[src/rtl/password_attempt_ctrl.sv]
// Attempt limiter behind a password checker: opens on a correct submit, locks out after MAX_FAIL
// consecutive wrong submits. Define ALARM_BLINK_EN to blink alarm_led during lockout.
module password_attempt_ctrl #(
  parameter int MAX_FAIL    = 3,
  parameter int LOCK_CYCLES = 50_000_000,
  parameter int BLINK_HALF  = 12_500_000
) (
  input  logic       clk,
  input  logic       rst,
  input  logic       en,
  input  logic       pass_ok,
  input  logic       pass_err,
  input  logic       submit,
  output logic       unlock_led,
  output logic       alarm_led,
  output logic       locked,
  output logic [2:0] fail_cnt
);

  localparam int TMR_W = $clog2(LOCK_CYCLES);
  localparam logic [2:0] MAX_CNT = 3'(MAX_FAIL);
  localparam logic [TMR_W-1:0] TMR_LOAD = TMR_W'(LOCK_CYCLES - 1);

  typedef enum logic [1:0] {IDLE, OPEN, LOCKED} state_t;

  state_t           state;
  logic             submit_q;
  logic [TMR_W-1:0] timer;
  logic             attempt;
  logic             good;

`ifdef ALARM_BLINK_EN
  localparam int BLK_W = (BLINK_HALF > 1) ? $clog2(BLINK_HALF) : 1;
  localparam logic [BLK_W-1:0] BLK_LAST = BLK_W'(BLINK_HALF - 1);
  logic [BLK_W-1:0] blink_cnt;
`endif

  // Rising edge of the key only; submit_q resets high so a key held through reset is not an attempt.
  assign attempt = submit & ~submit_q;
  // Both indications high (or both low) is treated as a failure.
  assign good    = pass_ok & ~pass_err;

  always_ff @(posedge clk or posedge rst) begin
    if (rst) begin
      state      <= IDLE;
      submit_q   <= 1'b1;
      fail_cnt   <= 3'd0;
      timer      <= '0;
      unlock_led <= 1'b0;
      alarm_led  <= 1'b0;
      locked     <= 1'b0;
`ifdef ALARM_BLINK_EN
      blink_cnt  <= '0;
`endif
    end else begin
      submit_q <= submit;
      case (state)
        IDLE: begin
          if (en && attempt) begin
            if (good) begin
              state      <= OPEN;
              unlock_led <= 1'b1;
              fail_cnt   <= 3'd0;
            end else if (fail_cnt + 3'd1 == MAX_CNT) begin
              state     <= LOCKED;
              locked    <= 1'b1;
              alarm_led <= 1'b1;
              timer     <= TMR_LOAD;
              fail_cnt  <= MAX_CNT;
`ifdef ALARM_BLINK_EN
              blink_cnt <= '0;
`endif
            end else begin
              fail_cnt <= fail_cnt + 3'd1;
            end
          end
        end
        OPEN: begin
          if (!en) begin
            state      <= IDLE;
            unlock_led <= 1'b0;
          end
        end
        LOCKED: begin
          // Timer loaded with LOCK_CYCLES-1 so the exit edge lands exactly LOCK_CYCLES after entry.
          if (timer == '0) begin
            state     <= IDLE;
            locked    <= 1'b0;
            alarm_led <= 1'b0;
            fail_cnt  <= 3'd0;
          end else begin
            timer <= timer - TMR_W'(1);
`ifdef ALARM_BLINK_EN
            if (blink_cnt == BLK_LAST) begin
              blink_cnt <= '0;
              alarm_led <= ~alarm_led;
            end else begin
              blink_cnt <= blink_cnt + BLK_W'(1);
            end
`endif
          end
        end
        default: state <= IDLE;
      endcase
    end
  end

endmodule
[config.mk]
export PLATFORM = sky130hd
export DESIGN_NAME = password_attempt_ctrl
export DESIGN_NICKNAME = d
export VERILOG_FILES = /design/src/rtl/password_attempt_ctrl.sv
export SDC_FILE = /design/constraint.sdc
export NUM_CORES = 1
export LEC_CHECK = 0
export BUFFER_PORTS_ARGS = -buffer_cell sky130_fd_sc_hd__buf_2
export CAP_MARGIN = 20
export CORE_ASPECT_RATIO = 1.25
export CORE_MARGIN = 2
export CORE_UTILIZATION = 59
export DETAILED_ROUTE_END_ITERATION = 10
export PLACE_DENSITY = 0.79
export SLEW_MARGIN = 5
export SYNTH_ARGS = -nofsm -noshare
export SYNTH_HDL_FRONTEND = slang
export SYNTH_SLANG_ARGS = --single-unit
[constraint.sdc]
create_clock -name clk -period 2.7 [get_ports clk]
set_clock_uncertainty 0.05 [all_clocks]
set_input_delay 0.27 -clock clk [delete_from_list [all_inputs] [get_ports clk]]
set_output_delay 0.27 -clock clk [all_outputs]
set_load 0.03 [all_outputs]
## Word-level counts from Yosys, hierarchy flattened

Index checks and enable logic that the tools add are counted.

- Eq/ne operators: 11
- Bitwise logic cells: 4
- Multiplexer cells: 25
- Add/sub/neg operators: 2
- Reductions and logical operators: 10

Operator list:

| cell | number |
|---|---|
| 26-bit 2-to-1 mux | 4 |
| 26-bit case mux with 2 select lines | 1 |
| 26-bit zero test | 1 |
| 26-bit by 1-bit subtractor with 26-bit output (second input constant) | 1 |
| 2-bit != test (second input constant) | 7 |
| 3-bit 2-to-1 mux | 4 |
| 2-bit 2-to-1 mux | 5 |
| 5-bit AND reduction | 2 |
| 4-bit AND reduction | 2 |
| 1-bit 2-to-1 mux | 7 |
| 2-bit case mux with 3 select lines | 1 |
| 3-bit case mux with 2 select lines | 1 |
| 1-bit case mux with 2 select lines | 2 |
| 2-bit nonzero test | 2 |
| 3-bit by 1-bit adder with 3-bit output (second input constant) | 1 |
| 3-bit by 2-bit == test with 1-bit output (second input constant) | 1 |
| 3-bit != test (second input constant) | 1 |
| 3-bit AND reduction | 1 |
| 1-bit AND | 2 |
| 2-bit by 1-bit == test with 1-bit output (second input constant) | 1 |
| 2-bit == test (second input constant) | 1 |
| 2-bit zero test | 1 |
| 1-bit inverter | 2 |
| 1-bit logical AND | 1 |

- Bits in registers: 34
- Input port bits: 6
- Output and inout port bits: 6
- Word-level logic and storage cells: 58

## Logic depth before layout (Yosys ltp)

Gate-level depths: netlist of the first run.

- Depth after elaboration: 6
- Depth in mapped cells: 9
- Depth with buffers taken out: 8

## Worst setup path after synthesis of the first run

OpenSTA, ideal clock, no wires.

- Path kind: register to register
- From: register timer[0]
- To: register timer[24]
- Buffers on the path: 0
- Period minus slack after synthesis: 2412 ps
- Library setup time: 78 ps
- Stages on the path, launching flop included: 8
- Slack: 288 ps
- Data arrival time: 2284 ps
- Data required time: 2572 ps
- Cells stage by stage: dfrtp_1 > inv_1 > ha_1 > nor4b_1 > nand4_1 > or4_4 > or3_1 > a21oi_1

- Longest elaborated chain between the ends: 3
- Elaborated cells between the ends (all ways): 6
- Classes of those cells: 1 x add/sub; 1 x eq/ne; 2 x mux; 2 x reduce/logical

Ends and longest elaborated chain:

| element | RTL line | RTL |
|---|---|---|
| from (decl) | 28 | `logic [TMR_W-1:0] timer;` |
| from (signal assigned) | 92 | `timer <= timer - TMR_W'(1);` |
| 26-bit by 1-bit subtractor with 26-bit output or 26-bit zero test (tied branches) | 92, 86 |  |
| 26-bit 2-to-1 mux or 2-bit != test (tied branches) | n/a |  |
| 26-bit case mux with 2 select lines or 5-bit AND reduction (tied branches) | n/a |  |

Several ways; a longest one is shown, not always the timed one. The select of a mux whose other input is x is not followed.
A chain may end at the register's enable or synchronous reset.

## Final worst setup path of the first run

- From: register fail_cnt[0]
- To: register timer[24]

- Longest elaborated chain between the ends: 4

Ends and longest elaborated chain:

| element | RTL line | RTL |
|---|---|---|
| from (decl) | 17 | `output logic [2:0] fail_cnt` |
| from (signal assigned) | 74 | `fail_cnt <= fail_cnt + 3'd1;` |
| 3-bit by 1-bit adder with 3-bit output | 64 | `end else if (fail_cnt + 3'd1 == MAX_CNT) begin` |
| 3-bit by 2-bit == test with 1-bit output | 64 |  |
| 2-bit != test (no source line) | n/a |  |
| 5-bit AND reduction (no source line) | n/a |  |

Every way passes these cells.

==> results.ini, run 1 <==
[flow_run]
drv_cap = 0

[placed_design]
io_buffers = 11
dpl.hpwl_mm = 2.91
placed_area_um2 = 1970
place_congestion = 0.835

[routing]
final_antenna_net_count = 0
wl_per_cell_um = 16.4
drtIter0Drc = 65
vias_per_cell = 6.45
drc_errors = 0
dr.pass1.iters = 4
wl_mm = 4.11
num_vias = 1618

[clock_network]
cts_buffer_depth = 2
cts_root_buf = clkbuf_4
cts_tree = done
insertion_delay_ns = 0.34
cts_max_level = 2
clkSlewWorstSetupHoldPaths_ns = 0.11
clock_sinks = 34
cts_made_buffers = 5

[synth]
synthesis.nets = 202
syn_inst = 193
ys_types = 45
ys_seq_elements = 34
ys_warn_count = 0
syn_avg_cell_area_um2 = 9.59
synth_ff_type = dfrtp_1
synthArstFlopShare_pct = 100
ys_seq_area_share_pct = 46.0
synth_edf_count = 0
synth_area_um2 = 1850

[finish]
layout-drive-gt1-share_pct = 17.2
seqCellArea_um2 = 852
diodes = 0
finalNetCount = 223
fin_area_um2 = 2060
area_growth_pct = 11.3
multiInputGateArea_um2 = 946
fillers = 224

[critical_path]
cp_top_family = simple AND/OR/NAND/NOR gates
crit_start = fail_cnt[0]
crit_required_ns = 2.91
critical_path_arrival_ns = 2.64
critPathMaxStageDelay_ns = 0.60
slowest_stage = or4_4
crit_type = register to register
path_buf_inv = 0
cp_max_fo = 4
worstSetupEndpointType = register
path_cells = ha_1 -> xnor2_1 -> a41oi_1 -> or4_4 -> or3_1 -> a21oi_1
reg2reg_from = fail_cnt[0]
start_kind = register

[pwr]
internal_power_mw = 1.21
switching_share_pct = 44.3
leakage_nw = 0.879
pwr-share-seq_pct = 44.6
p_comb_share_pct = 41.7
p_per_area_nw_per_um2 = 1050
ir_worst_vdd_v = 0.000558
clkPwrFrac_pct = 13.6
total_power_mw = 2.16
power.switching_mw = 0.958

[die]
io_pins = 12
coreArea_um2 = 2970
fp.dieW_um = 54.1
dieArea_um2 = 3610
die_height_um = 66.6
initial_core_util_pct = 62.3
num_rows = 22

[grt]
grt_pass1_vias = 1517
antenna_found_initial = 0
grt_use_total_pct = 25.9
grt_pass1_wl_mm = 6.76
grt_max_degree = 35
grt_overflow = 0

[sta]
hold_violations = 0
period_needed_ns = 2.43
slew_violations = 0
fmax_mhz = 412
setup_viol = 0
period_share_pct = 90.0
setup_tns_ns = 0
relSlewSlack_pct = 63.1
rsz0062_at_grt = no
worst_pin_slew_ns = 0.551

[worst_hold_path]
hold_path.class = primary input to register
hold_path.startpoint = en

[run_status]
status = completed

-- registers in the layout (all words and copies together) (netlist names) --
register	flops
timer	26
state	2
unlock_led	1
locked	1
submit_q	1
fail_cnt	3
-- placed cells by master, fill, tap and decap left out, types with 4 or more instances in the layout --
cell type / instances
a21oi_1: 14
and3_1: 6
and4_1: 4
buf_2: 11
buf_4: 8
clkbuf_4: 5
dfrtp_1: 33
inv_1: 5
nand2_1: 10
nand3_1: 6
nor2_1: 12
nor3_1: 8
nor3b_1: 4
nor4_1: 5
o21ai_0: 14
o21ai_1: 4
o31ai_1: 4
or3_1: 8
or4_1: 5
xnor2_1: 5
-- final cells by class --
class | count | area share, %
Clock buffer | 7 | 2.67
Multi-Input combinational cell | 146 | 45.9
Timing Repair Buffer | 21 | 6.56
Inverter | 6 | 1.09
Clock inverter | 1 | 0.243
Tap cell | 36 | 2.19
Sequential cell | 34 | 41.3
-- cells by family after synthesis --
kind of cell    share of synthesized area, %
xor+xnor                                2.84
simple gates                            28.3
compound gates                          17.1
flops                                   46.0
buf+inv                                 3.72
fa+ha+maj                               2.03
-- layer usage --
layer | vias up | global-route usage, % | routed length (µm)
li1 | 777 | - | -
met1 | 805 | 32.2 | 1840
met2 | 28 | 42.7 | 2070
met3 | 8 | 6.05 | 121
met4 | 0 | 10.3 | 70
met5 | - | 0 | 0
-- final timing paths --
check	to	slack (ns)	cells past startpoint
setup / recovery	timer[24]	0.27	6
hold / removal	state[0]	0.14	3
setup reg to reg	timer[24]	0.27	6
hold reg to reg	unlock_led	0.50	1
max in group asynchronous	submit_q	1.75	4
min in group asynchronous	unlock_led	0.51	4
-- metrics by stage --
step           hold slack (ns)  util, %  std cells  worst slack (ns)
2_1_floorplan            0.224        -        193             0.288
3_3_place_gp             0.322     66.1        241             0.262
3_5_place_dp             0.347     66.1        241             0.122
4_1_cts                  0.140     68.8        251            0.0694
5_1_grt                  0.147     69.3        251            0.0735
6_report                 0.144     69.3        251             0.271
-- repair_timing --
action                                  in CTS  in global routing
gates resized for setup                      0                  2
hold buffers                                 2                  0
buffers inserted                             0                  0
endpoints found under the setup margin       0                 13
endpoints found under the hold margin       34                  0
-- synthesized netlist by cell type (3+ instances only) --
cell type  count  area (µm²)
o31ai_1        4        30.0
o21ai_1        4        20.0
or3_1          8        50.1
o21ai_0       14        70.1
nor3b_1        4        30.0
nor4_1         5        31.3
or4_1          5        37.5
nand3b_1       3        22.5
nand2_1       10        37.5
nor2_1        12        45.0
inv_1          5        18.8
nand3_1        6        30.0
xnor2_1        5        43.8
dfrtp_1       33         826
a31oi_1        3        18.8
nor3_1         8        40.0
a211oi_1       3        22.5
nand2b_1       3        18.8
a21oi_1       14        70.1
clkbuf_1       3        11.3
ha_1           3        37.5
and4_1         4        35.0
and3_1         6        37.5
-- worst reg2reg max path: cells and delay by family, from the launching register on --
kind            cells  cell delay, ns
compound gates      2            0.42
xor+xnor            1            0.27
fa+ha+maj           1            0.25
flops               1            0.43
simple gates        2            0.93
-- power groups by stage --
stage	Clock (mW)	Sequential (mW)	Combinational [mW]
after floorplan	0	0.963	0.655
after global placement	0	0.948	0.842
after detailed placement	0	0.966	0.881
after CTS	0.303	0.954	0.889
after global routing	0.327	0.999	1.01
final	0.295	0.966	0.903
Power figures use the tool's default switching activity.
==> inputs of run 2 (changes only) <==
--- a/config.mk
+++ b/config.mk
@@ -9,9 +9,9 @@
 export CAP_MARGIN = 20
 export CORE_ASPECT_RATIO = 1.25
 export CORE_MARGIN = 2
-export CORE_UTILIZATION = 59
+export CORE_UTILIZATION = 64
 export DETAILED_ROUTE_END_ITERATION = 10
-export PLACE_DENSITY = 0.79
+export PLACE_DENSITY = 0.85
 export SLEW_MARGIN = 5
 export SYNTH_ARGS = -nofsm -noshare
 export SYNTH_HDL_FRONTEND = slang
==> constraint.sdc (replaced) <==
create_clock -name clk -period 2.9 [get_ports clk]
set_clock_uncertainty 0.05 [all_clocks]
set_input_delay 0.29 -clock clk [delete_from_list [all_inputs] [get_ports clk]]
set_output_delay 0.29 -clock clk [all_outputs]
set_load 0.03 [all_outputs]
==> run 2 against run 1 <==
- register-to-register slack lost 0.08 ns
- critical path depth is 2 higher
- power is 0.28% lower
- first-iteration DRC count decreased by 9.2%
- sequential share of layout area is 0.13 points lower
- count of clock-buffer cells in the layout is 2 lower
- flip-flop and latch count is the same
- non-clock buffer count is 3 lower
- die area shrank 7.3%
- hold slack better by 0.039 ns
- routed wire length increased by 3.4%
- clock power rose by 51%
==> results.ini, run 2 (same netlist as run 1, synthesis figures left out) <==
[sta]
worst_pin_slew_ns = 0.657  ; was 0.551 ns
relSlewSlack_pct = 55.8  ; was 63.1%
setup_tns_ns = 0  ; unchanged
hold_violations = 0  ; unchanged
rsz0062_at_grt = no  ; unchanged
setup_viol = 0  ; unchanged
fmax_mhz = 370  ; was 412 MHz
slew_violations = 0  ; unchanged
setup_ws_ns = 0.194  ; was 0.271 ns
period_share_pct = 93.3  ; was 90.0%
period_needed_ns = 2.71  ; was 2.43 ns

[finish]
area_growth_pct = 11.6  ; was 11.3%
multiInputGateArea_um2 = 931  ; was 946 µm²
top_regs = timer (26), fail_cnt (3), state (2)  ; unchanged
finalNetCount = 220  ; was 223
largest_register_ffs = 26  ; unchanged
diodes = 0  ; unchanged
mostFrequentLayoutCell = dfrtp_1  ; unchanged
largest-register = timer  ; unchanged
fillers = 187  ; was 224
layout-drive-gt1-share_pct = 16.0  ; was 17.2%
final_cell_mix = dfrtp_1 (33), a21oi_1 (14), o21ai_0 (14)  ; unchanged
seqCellArea_um2 = 852  ; unchanged

[clock_network]
cts_made_buffers = 5  ; unchanged
cts_max_level = 2  ; unchanged
clkSlewWorstSetupHoldPaths_ns = 0.12  ; was 0.11 ns
cts_tree = done  ; unchanged
postCtsSetupBuffers = 0  ; unchanged
cts_buffer_depth = 2  ; unchanged
ctsHoldBuffers = 1  ; was 2
cts_root_buf = clkbuf_4  ; unchanged
insertion_delay_ns = 0.35  ; was 0.34 ns
clock_sinks = 34  ; unchanged
cts-resized-gates = 0  ; unchanged

[grt]
grt_max_degree = 30  ; was 35
grt_pass1_wl_mm = 6.98  ; was 6.76 mm
grt_use_total_pct = 28.1  ; was 25.9%
grt_pass1_vias = 1608  ; was 1,517
grt_overflow = 0  ; unchanged
antenna_found_initial = 0  ; unchanged

[critical_path]
cp_max_fo = 23  ; was 4
start_kind = register  ; unchanged
worstSetupEndpointType = register  ; unchanged
crit_type = register to register  ; unchanged
critical_path_arrival_ns = 2.86  ; was 2.64 ns
crit_required_ns = 3.05  ; was 2.91 ns

[run_status]
status = completed  ; unchanged

[placed_design]
io_buffers = 11  ; unchanged
post-place-ws_ns = 0.262  ; was 0.122 ns
place_congestion = 0.855  ; was 0.835
dpl.hpwl_mm = 2.99  ; was 2.91 mm

[die]
dieArea_um2 = 3340  ; was 3610 µm²
io_pins = 12  ; unchanged
fp.dieW_um = 52.1  ; was 54.1 µm
num_rows = 21  ; was 22
initial_core_util_pct = 68.4  ; was 62.3%
die_height_um = 64.1  ; was 66.6 µm
coreArea_um2 = 2710  ; was 2970 µm²

[routing]
wl_mm = 4.25  ; was 4.11 mm
num_vias = 1657  ; was 1,618
wl_per_cell_um = 17.3  ; was 16.4 µm
final_antenna_net_count = 0  ; unchanged
drc_errors = 0  ; unchanged
dr.pass1.iters = 4  ; unchanged
drtIter0Drc = 59  ; was 65
vias_per_cell = 6.74  ; was 6.45

[pwr]
p_per_area_nw_per_um2 = 1040  ; was 1050 nW/µm²
leakage_nw = 0.883  ; was 0.879 nW
ir_worst_vdd_v = 0.000643  ; was 0.000558 V

[worst_hold_path]
hold_path.class = primary input to register  ; unchanged

[flow_run]
drv_cap = 0  ; unchanged

-- run 2: cell types whose count changed in the layout (fill, tap and decap cells not counted), sizes merged --
cell    change
bufinv      +2
clkbuf      -2
buf         -3
-- run 2: worst paths after layout --
check	start	endpoint	slack, ns	depth (start not counted)
worst min register to register	unlock_led	unlock_led	0.48	1
max in group asynchronous	rst	submit_q	1.78	4
worst min-delay path	en	unlock_led	0.18	2
worst max-delay path	timer[0]	timer[4]	0.19	8
min in group asynchronous	rst	timer[23]	0.34	3
worst max register to register	timer[0]	timer[4]	0.19	8
-- run 2: final cells by class --
cell class	count	area share [%]
Clock buffer	5	1.82
Tap cell	34	2.06
Sequential cell	34	41.2
Inverter	6	1.09
Clock inverter	3	3.33
Multi-Input combinational cell	146	45.0
Timing Repair Buffer	18	5.45
-- run 2: metrics by stage --
stage	utilization, %	power, mW	hold slack, ns	cells	area, µm²
floorplan	-	1.51	0.244	193	1850
global placement	71.7	1.64	0.153	236	1940
detailed placement	71.7	1.70	0.169	236	1940
CTS	76.0	2.14	0.00451	245	2060
global route	76.4	2.30	0.174	246	2070
finish	76.4	2.16	0.183	246	2070
-- run 2: power by group --
part | internal [mW] | switching, mW | leakage (nW) | total, mW
logic | 0.302 | 0.508 | 0.397 | 0.810
registers | 0.675 | 0.228 | 0.430 | 0.904
clock network | 0.270 | 0.174 | 0.0554 | 0.444
-- run 2: critical path, stage by stage (launching register included) --
cell,delay (ns)
dfrtp_1,0.41
inv_1,0.12
ha_1,0.26
nor4b_1,0.47
and4_1,0.32
a31o_2,0.37
inv_2,0.23
a31oi_1,0.22
o21ai_0,0.10
-- run 2: layer usage --
metal,track usage [%],routed length [µm],vias to the layer above
met4,9.21,65,0
met3,6.78,208,9
li1,-,-,766
met5,0,0,-
met1,32.6,1740,831
met2,49.5,2230,51
==> inputs of run 3 (changes only) <==
--- a/config.mk
+++ b/config.mk
@@ -12,6 +12,7 @@
 export CORE_UTILIZATION = 64
 export DETAILED_ROUTE_END_ITERATION = 10
 export PLACE_DENSITY = 0.85
+export REMOVE_ABC_BUFFERS = 1
 export SLEW_MARGIN = 5
 export SYNTH_ARGS = -nofsm -noshare
 export SYNTH_HDL_FRONTEND = slang
==> run 3 against run 2 <==
- setup slack improved by 0.065 ns
- count of clock-buffer cells in the layout rose by 2
- die area did not move
- cell area fell by 2.2%
- routed wire length fell by 5.0%
- via count fell by 4.9%
- flip-flop and latch count did not move
- critical path depth did not move
==> results.ini, run 3 (same netlist as run 1, synthesis figures left out) <==
[run_status]
status = completed  ; unchanged

[pwr]
ir_worst_vdd_v = 0.000603  ; was 0.000643 V
pwr-share-seq_pct = 45.6  ; was 41.9%
leakage_nw = 0.863  ; was 0.883 nW
power.switching_mw = 0.881  ; was 0.910 mW
switching_share_pct = 44.6  ; was 42.2%
p_comb_share_pct = 40.5  ; was 37.6%
clkPwrFrac_pct = 13.9  ; was 20.6%
internal_power_mw = 1.10  ; was 1.25 mW
p_per_area_nw_per_um2 = 979  ; was 1040 nW/µm²

[grt]
grt_overflow = 0  ; unchanged
grt_pass1_vias = 1480  ; was 1,608
antenna_found_initial = 0  ; unchanged
grt_max_degree = 35  ; was 30
grt_use_total_pct = 28.0  ; was 28.1%
grt_pass1_wl_mm = 6.87  ; was 6.98 mm

[sta]
hold_violations = 0  ; unchanged
rsz0062_at_grt = no  ; unchanged
setup_tns_ns = 0  ; unchanged
period_share_pct = 91.1  ; was 93.3%
worst_pin_slew_ns = 0.640  ; was 0.657 ns
setup_viol = 0  ; unchanged
period_needed_ns = 2.64  ; was 2.71 ns
relSlewSlack_pct = 56.2  ; was 55.8%
slew_violations = 0  ; unchanged
setup_ws_ns = 0.259  ; was 0.194 ns
fmax_mhz = 379  ; was 370 MHz

[routing]
wl_per_cell_um = 16.4  ; was 17.3 µm
num_vias = 1576  ; was 1,657
drtIter0Drc = 65  ; was 59
drc_errors = 0  ; unchanged
dr.pass1.iters = 4  ; unchanged
vias_per_cell = 6.41  ; was 6.74
final_antenna_net_count = 0  ; unchanged
wl_mm = 4.03  ; was 4.25 mm

[clock_network]
cts_tree = done  ; unchanged
cts_max_level = 2  ; unchanged
postCtsSetupBuffers = 0  ; unchanged
cts_buffer_depth = 2  ; unchanged
insertion_delay_ns = 0.35  ; about the same
clkSlewWorstSetupHoldPaths_ns = 0.11  ; was 0.12 ns
cts_made_buffers = 5  ; unchanged
clock_sinks = 34  ; unchanged
cts_root_buf = clkbuf_4  ; unchanged

[critical_path]
critical_path.endpoint = timer[18]  ; was timer[4]
crit_required_ns = 3.10  ; was 3.05 ns
cp_max_fo = 6  ; was 23
r2r-end = timer[18]  ; was timer[4]
r2r_slack_ns = 0.26  ; was 0.19 ns
start_kind = register  ; unchanged
crit_start = timer[1]  ; was timer[0]
rr_worst_depth = 8  ; unchanged
crit_type = register to register  ; unchanged
reg2reg_from = timer[1]  ; was timer[0]
critical_path_arrival_ns = 2.84  ; was 2.86 ns
worstSetupEndpointType = register  ; unchanged

[finish]
finalNetCount = 220  ; unchanged
area_growth_pct = 9.12  ; was 11.6%
final_cell_mix = dfrtp_1 (33), a21oi_1 (14), o21ai_0 (14)  ; unchanged
diodes = 0  ; unchanged
multiInputGateArea_um2 = 931  ; unchanged
mostFrequentLayoutCell = dfrtp_1  ; unchanged
instances_no_fill = 246  ; unchanged
top_regs = timer (26), fail_cnt (3), state (2)  ; unchanged
largest_register_ffs = 26  ; unchanged
largest-register = timer  ; unchanged
layout-drive-gt1-share_pct = 15.6  ; was 16.0%
fillers = 182  ; was 187
seqCellArea_um2 = 852  ; unchanged

[worst_hold_path]
hold_path.startpoint = en  ; unchanged
hold_path.class = primary input to register  ; unchanged

[die]
initial_core_util_pct = 68.4  ; unchanged
num_rows = 21  ; unchanged
dieArea_um2 = 3340  ; unchanged
die_height_um = 64.1  ; unchanged
io_pins = 12  ; unchanged
coreArea_um2 = 2710  ; unchanged
fp.dieW_um = 52.1  ; unchanged

[placed_design]
io_buffers = 11  ; unchanged
placed_cells = 236  ; unchanged
post-place-ws_ns = 0.329  ; was 0.262 ns
dpl.hpwl_mm = 2.81  ; was 2.99 mm
place_congestion = 0.850  ; was 0.855

[flow_run]
drv_cap = 0  ; unchanged

## run 3: cell count changes in the layout (fill, tap and decap cells not counted)
cell	delta
clkbuf_1	+1
clkinv_2	+1
clkbuf_8	+1
clkinv_4	-1
bufinv_16	-2
## run 3: worst min path at each step
stage,endpoint,cells past startpoint
after floorplan,submit_q,0
after global placement,timer[9],3
after detailed placement,timer[9],3
after CTS,unlock_led,2
after global routing,unlock_led,2
final,unlock_led,2
## run 3: area by class of cell
class                      count  share of cell area, %
timing repair buffer          18                   5.57
clock inverter                 1                  0.248
tap                           34                   2.11
inverter                       6                   1.11
multi-input combinational    146                   46.1
sequential                    34                   42.2
clock buffer                   7                   2.72
## run 3: layer usage
metal / vias to the layer above / routed length [µm] / global-route usage (%)
met4: 0 / 21 / 8.88
li1: 774 / - / -
met3: 2 / 165 / 7.01
met2: 42 / 2110 / 47.2
met5: - / 0 / 0
met1: 758 / 1740 / 34.6
## run 3: per-stage QoR
| step | hold slack [ns] | total power [mW] | area [µm²] | utilization, % |
|---|---|---|---|---|
| 4_1_cts | 0.167 | 1.98 | 2020 | 74.7 |
| 5_1_grt | 0.177 | 2.14 | 2020 | 74.7 |
| 6_report | 0.178 | 1.98 | 2020 | 74.7 |
| 2_1_floorplan | 0.244 | 1.46 | 1810 | - |
| 3_5_place_dp | 0.357 | 1.69 | 1940 | 71.7 |
| 3_3_place_gp | 0.342 | 1.64 | 1940 | 71.7 |
## run 3: critical path: stages (launching register included)
cell and delay, ns:
dfrtp_1 0.40, inv_1 0.11, ha_1 0.24, nor4b_1 0.45
nand4_1 0.23, buf_4 0.22, a2111oi_0 0.60, xnor2_1 0.19
nor2_1 0.06
## run 3: power by group through the flow
| stage | logic, mW | clock network [mW] | registers, mW |
|---|---|---|---|
| after floorplan | 0.539 | 0 | 0.921 |
| after global placement | 0.758 | 0 | 0.882 |
| after detailed placement | 0.792 | 0 | 0.903 |
| after CTS | 0.802 | 0.279 | 0.895 |
| after global routing | 0.903 | 0.299 | 0.934 |
| final | 0.801 | 0.274 | 0.902 |
## run 3: timing repair
action | in CTS | in global routing
gates resized for setup | 0 | 0
hold buffers | 2 | 0
endpoints found under the hold margin | 34 | 0
